$ cat src/rtl/video_pointer_sprite.sv
// Pointer sprite source: 32x32 2bpp bitmap, 3-entry RGB444 palette and an
// enable bit behind a 16-bit register bus. Pixel lookup is purely
// combinational from the pointer coordinates and the stored state.
module video_pointer_sprite #(
    parameter logic [11:0] PAL1_RESET = 12'h000,
    parameter logic [11:0] PAL2_RESET = 12'h000,
    parameter logic [11:0] PAL3_RESET = 12'h000
) (
    input  logic        clk,
    input  logic        reset,
    input  logic [4:0]  pointer_x,
    input  logic [4:0]  pointer_y,
    input  logic        pointer_active,
    output logic [3:0]  pointer_r,
    output logic [3:0]  pointer_g,
    output logic [3:0]  pointer_b,
    output logic        pointer_opaque,
    input  logic        bus_sel,
    input  logic        bus_we,
    input  logic [7:0]  bus_addr,
    input  logic [15:0] bus_wdata,
    output logic [15:0] bus_rdata,
    output logic        bus_ack
);

    // Each row holds 32 pixels x 2 bits; bus word w of a row is bits [16w+15:16w].
    logic [63:0] bitmap_q [32];
    logic [63:0] bitmap_d [32];
    logic [11:0] pal1_q, pal1_d;
    logic [11:0] pal2_q, pal2_d;
    logic [11:0] pal3_q, pal3_d;
    logic        enable_q, enable_d;
    logic        bus_ack_q, bus_ack_d;
    logic [15:0] bus_rdata_q, bus_rdata_d;

    logic        accept;
    logic        wr;
    logic [15:0] rd_val;
    logic [63:0] pix_row;
    logic [1:0]  code;
    logic [11:0] pix_rgb;
    logic        opaque;

    // Accept a request only when no ack is outstanding, giving one access per two cycles.
    always_comb begin
        accept = bus_sel & ~bus_ack_q;
        wr     = accept & bus_we;
    end

    // Read mux over the address map; unmapped addresses read as zero.
    always_comb begin
        rd_val = '0;
        if (!bus_addr[7]) begin
            rd_val = bitmap_q[bus_addr[6:2]][{bus_addr[1:0], 4'b0000} +: 16];
        end else begin
            case (bus_addr)
                8'h80:   rd_val = {4'h0, pal1_q};
                8'h81:   rd_val = {4'h0, pal2_q};
                8'h82:   rd_val = {4'h0, pal3_q};
                8'h83:   rd_val = {15'h0000, enable_q};
                default: rd_val = '0;
            endcase
        end
    end

    // Next-state for storage and bus response; rdata is zero except in the ack cycle.
    always_comb begin
        bitmap_d    = bitmap_q;
        pal1_d      = pal1_q;
        pal2_d      = pal2_q;
        pal3_d      = pal3_q;
        enable_d    = enable_q;
        bus_ack_d   = accept;
        bus_rdata_d = accept ? rd_val : 16'h0000;
        if (wr) begin
            if (!bus_addr[7]) begin
                bitmap_d[bus_addr[6:2]][{bus_addr[1:0], 4'b0000} +: 16] = bus_wdata;
            end else begin
                case (bus_addr)
                    8'h80:   pal1_d   = bus_wdata[11:0];
                    8'h81:   pal2_d   = bus_wdata[11:0];
                    8'h82:   pal3_d   = bus_wdata[11:0];
                    8'h83:   enable_d = bus_wdata[0];
                    default: ;
                endcase
            end
        end
    end

    // Bitmap storage has no reset; enable=0 after reset masks its contents.
    always_ff @(posedge clk) begin
        bitmap_q <= bitmap_d;
    end

    // Control, palette and bus response registers with async reset.
    always_ff @(posedge clk or posedge reset) begin
        if (reset) begin
            pal1_q      <= PAL1_RESET;
            pal2_q      <= PAL2_RESET;
            pal3_q      <= PAL3_RESET;
            enable_q    <= 1'b0;
            bus_ack_q   <= 1'b0;
            bus_rdata_q <= 16'h0000;
        end else begin
            pal1_q      <= pal1_d;
            pal2_q      <= pal2_d;
            pal3_q      <= pal3_d;
            enable_q    <= enable_d;
            bus_ack_q   <= bus_ack_d;
            bus_rdata_q <= bus_rdata_d;
        end
    end

    // Zero-latency pixel lookup; code 0 is always transparent.
    always_comb begin
        pix_row = bitmap_q[pointer_y];
        code    = pix_row[{pointer_x, 1'b0} +: 2];
        case (code)
            2'd1:    pix_rgb = pal1_q;
            2'd2:    pix_rgb = pal2_q;
            2'd3:    pix_rgb = pal3_q;
            default: pix_rgb = 12'h000;
        endcase
        opaque = pointer_active & enable_q & (code != 2'd0);
    end

    assign pointer_opaque = opaque;
    assign pointer_r      = opaque ? pix_rgb[11:8] : 4'h0;
    assign pointer_g      = opaque ? pix_rgb[7:4]  : 4'h0;
    assign pointer_b      = opaque ? pix_rgb[3:0]  : 4'h0;
    assign bus_ack        = bus_ack_q;
    assign bus_rdata      = bus_rdata_q;

endmodule

$ cat config.mk
export PLATFORM = sky130hd
export DESIGN_NAME = video_pointer_sprite
export DESIGN_NICKNAME = d
export VERILOG_FILES = /design/src/rtl/video_pointer_sprite.sv
export SDC_FILE = /design/constraint.sdc
export NUM_CORES = 2
export LEC_CHECK = 0
export BUFFER_PORTS_ARGS = -buffer_cell sky130_fd_sc_hd__buf_2
export CAP_MARGIN = 5
export CORE_ASPECT_RATIO = 0.9
export CORE_UTILIZATION = 37
export CTS_BUF_LIST = sky130_fd_sc_hd__clkbuf_8
export CTS_CLUSTER_SIZE = 8
export DETAILED_ROUTE_END_ITERATION = 6
export PLACE_DENSITY_LB_ADDON = 0.08
export RECOVER_POWER = 100
export SLEW_MARGIN = 20
export SYNTH_ARGS = -nofsm -noshare
export SYNTH_HDL_FRONTEND = slang
export SYNTH_SLANG_ARGS = --single-unit
$ cat constraint.sdc
create_clock -name clk -period 5.6 [get_ports clk]
set_input_delay 0.84 -clock clk [delete_from_list [all_inputs] [get_ports clk]]
set_output_delay 0.84 -clock clk [all_outputs]
set_load 0.01 [all_outputs]
==> run_results.csv <==
group,metric,value,unit
placed_design,dpl_cell_area,107000,µm²
timing,rsz0062_at_grt,"yes",
final_layout,post-route-util,43.6,%
die,coreArea,262000,µm²
power_and_ir_drop,switching_power,8580,µW
logic_synthesis,yosysSeqAreaShare,64.1,%
timing,fin_crit_sh,103,%
placed_design,io_buffers,68,
logic_synthesis,synth-edff-count,2048,
timing,fin_hold_ws,0.337,ns
drt,vias,60443,
global_route,grt_pass1_wl,531000,µm
clock_tree,clk_pin_slew,0.06,ns
outcome,violations,"capacitance limit, slew limit, setup timing",
logic_synthesis,yosys.area.top_type,"edfxtp_1",
timing,relSlewSlack,-135,%
timing,setup_violations,96,
timing,slew_violations,2040,
power_and_ir_drop,p_int,25400,µW
power_and_ir_drop,peakVddDrop,0.201,mV
global_route,antenna_found_initial,37,
final_layout,fin_area,114000,µm²
timing,timing.fmax,0.174,GHz
final_layout,syn2layout_area_growth,16.5,%
global_route,grt_max_degree,61,
global_route,grt-busiest-layer,"met2",
timing,worst_pin_slew,3.53,ns
final_layout,drive_gt1_share,39.0,%
placed_design,dp_cells,8722,
logic_synthesis,ys_ff_latch,2102,
timing,post-route-min-period,5.75,ns
clock_tree,ctsLongestPathBuffers,4,
setup_path,r2r_cells,8,
logic_synthesis,synth_top_area_share,62.7,%
min_path,min_path_type,"primary input to register",
drt,drtPass1Iterations,6,
min_path,hold_start,"bus_sel",
setup_path,timing.rr.start,"bus_ack",
clock_tree,numCtsBuffers,375,
logic_synthesis,async_reset_ff_share,2.57,%
setup_path,worst-endpoint-required,6.23,ns
placed_design,place.gp.congestion,0.920,
power_and_ir_drop,swShare,25.2,%
setup_path,regToRegEndpoint,"bitmap_q[1237]",
job,drv_cap,106,
clock_tree,clock-sinks,2102,
drt,wl_per_cell,41.9,µm
final_layout,layout.cells.non_filler,9450,
final_layout,nets,5680,
logic_synthesis,yosysWarnings,0,
logic_synthesis,synth_cell_type_count,64,
drt,totalWireLength,396000,µm
die,pin_count,69,
setup_path,end_kind,"register",
timing,hold_viol,0,
power_and_ir_drop,sequentialPowerShare,50.7,%
logic_synthesis,synth_area_per_cell,19.7,µm²
setup_path,crit_arrival,6.38,ns
clock_tree,cts_tree,"yes",
clock_tree,htreeDepth,5,
logic_synthesis,syn_nets,5016,
drt,drc,0,
clock_tree,clkLatencyLatePin,1.04,ns
clock_tree,cts_root_buf,"clkbuf_8",
power_and_ir_drop,p_leak,0.0350,µW
timing,setup_tns,-7.49,ns
setup_path,cp_max_fo,32,
global_route,globalRouteOverflowTotal,0,
logic_synthesis,netlist_instances,4972,
global_route,grt_use_met2,44.2,%
setup_path,reg2reg_slack,0.06,ns
logic_synthesis,synthFlopType,"edfxtp_1",
die,floorplan.initialDensity,37.4,%
power_and_ir_drop,clock_power_share,40.0,%
clock_tree,hold_buffers,0,
global_route,grt_util_all_layers,29.4,%
outcome,status,"complete, but fails checks",
die,dieArea,267000,µm²
global_route,grt_pass1_vias,60166,
min_path,worstHoldPathCells,3,
placed_design,hpwlAfterDp,243000,µm
die,die_w,545,µm
logic_synthesis,synth_common_cells,"edfxtp_1 (2048), mux4_2 (1071), mux2i_1 (238), nor2_1 (185), clkbuf_1 (173)",
min_path,worst_hold_path.endpoint,"bus_ack",
logic_synthesis,yosys.cell_count.top_type,"edfxtp_1",
timing,final_critical_path_setup_slack,-0.146,ns
logic_synthesis,synth_top_cells_by_area,"edfxtp_1 (63%), mux4_2 (25%), mux2i_1 (2.4%)",
global_route,grtUsageMet3,6.71,%
timing,fin_skew,0.0827,ns
global_route,gr-usage-met1,41.8,%
die,die_h,490,µm
drt,viasPerCell,6.40,
setup_path,startpoint_type,"primary input",
power_and_ir_drop,p_per_area,298,nW/µm²
setup_path,path_class,"primary input to register",
drt,drt_iter0_markers,8374,
die,num_rows,178,
logic_synthesis,syn-cell-area,98100,µm²
power_and_ir_drop,pwr-share-comb,9.3,%
drt,antenna_left,0,
final_layout,fill_cells,23081,
==> layout make-up <==
type	instances	area [µm²]	area share (%)
timing repair buffer	681	5700	4.99
multi-input combinational	2454	34400	30.1
clock inverter	258	1320	1.16
inverter	22	92.6	0.0810
sequential	2102	62900	55.0
tap	3510	4390	3.84
antenna	24	60.1	0.0526
clock buffer	399	5490	4.81
==> flip-flops by register name, indices dropped and copies added, names as in the netlist <==
signal     count
bitmap_q    2048
bus_ack        1
bus_rdata     16
enable_q       1
pal1_q        12
pal2_q        12
pal3_q        12
==> worst max-delay path by stage <==
| stage | start | endpoint | slack (ns) | depth (start not counted) |
|---|---|---|---|---|
| floorplan | pointer_y[0] | pointer_b[0] | 0.92 | 13 |
| global placement | pointer_y[2] | pointer_b[2] | -0.68 | 16 |
| detailed placement | pointer_y[2] | pointer_r[1] | -0.65 | 16 |
| CTS | pointer_y[0] | pointer_r[1] | -0.008 | 18 |
| global route | bitmap_q[1994] | pointer_g[0] | -0.08 | 15 |
| finish | bus_addr[0] | bitmap_q[1241] | -0.15 | 7 |
==> what timing repair did <==
item	4_1_cts	5_1_grt
setup buffers	9	31
gates resized for setup	58	66
endpoints found under the setup margin	13	12
pin swaps	11	22
cloned	3	6
==> critical path: stages <==
cell      delay [ns]
clkbuf_1        0.50
inv_1           0.69
ha_1            0.66
nor3b_1         1.38
clkbuf_1        1.07
and2_0          0.24
clkbuf_1        0.97
==> per-stage QoR <==
stage | worst slack [ns] | power, µW
after floorplan | 0.923 | 19200
after global placement | -0.684 | 20600
after detailed placement | -0.654 | 20600
after CTS | -0.00787 | 34200
after global routing | -0.0759 | 34900
final | -0.146 | 34000
==> power groups by stage <==
stage	registers [µW]	logic, µW	clock network [µW]
3_3_place_gp	17600	3040	0
5_1_grt	17200	3260	14400
2_1_floorplan	17600	1620	0
6_report	17200	3170	13600
4_1_cts	17200	3090	13900
3_5_place_dp	17600	3040	0
==> cells by family (layout without fill, tap and decap cells) <==
| group | after synthesis | in the layout | synth area share [%] |
|---|---|---|---|
| AO/OA/AOI/OAI | 484 | 484 | 3.36 |
| adder cells (fa/ha/maj) | 5 | 5 | 0.0638 |
| buffers and inverters | 416 | 1360 | 1.98 |
| flip-flops | 2102 | 2102 | 64.1 |
| multiplexers | 1361 | 1361 | 27.6 |
| other | 0 | 24 | 0 |
| AND/OR/NAND/NOR | 604 | 604 | 2.89 |
==> placed cells by master (no fill, tap or decap), drive strengths merged, types with 10 or more instances in the layout <==
cell    count
edfxtp   2048
mux4     1071
clkbuf    619
buf       460
mux2i     238
nor2      185
nand2     166
inv       144
clkinv    121
a21oi     112
a22oi      94
and2       73
nand3      59
o22ai      55
dfrtp      54
mux2       52
o21ai      46
nor2b      40
a211oi     40
a22o       25
diode      24
a31oi      20
nand4      17
o211ai     15
nor3       15
a221oi     13
a311oi     12
nand2b     11
bufinv     10
o221ai     10
==> per-layer routing <==
metal  vias up  wire length [µm]
li1      22862                 -
met1     33060            161000
met2      3793            178000
met3       720             41100
met4         8             16300
met5         -                74
(Power assumes the default switching activity.)
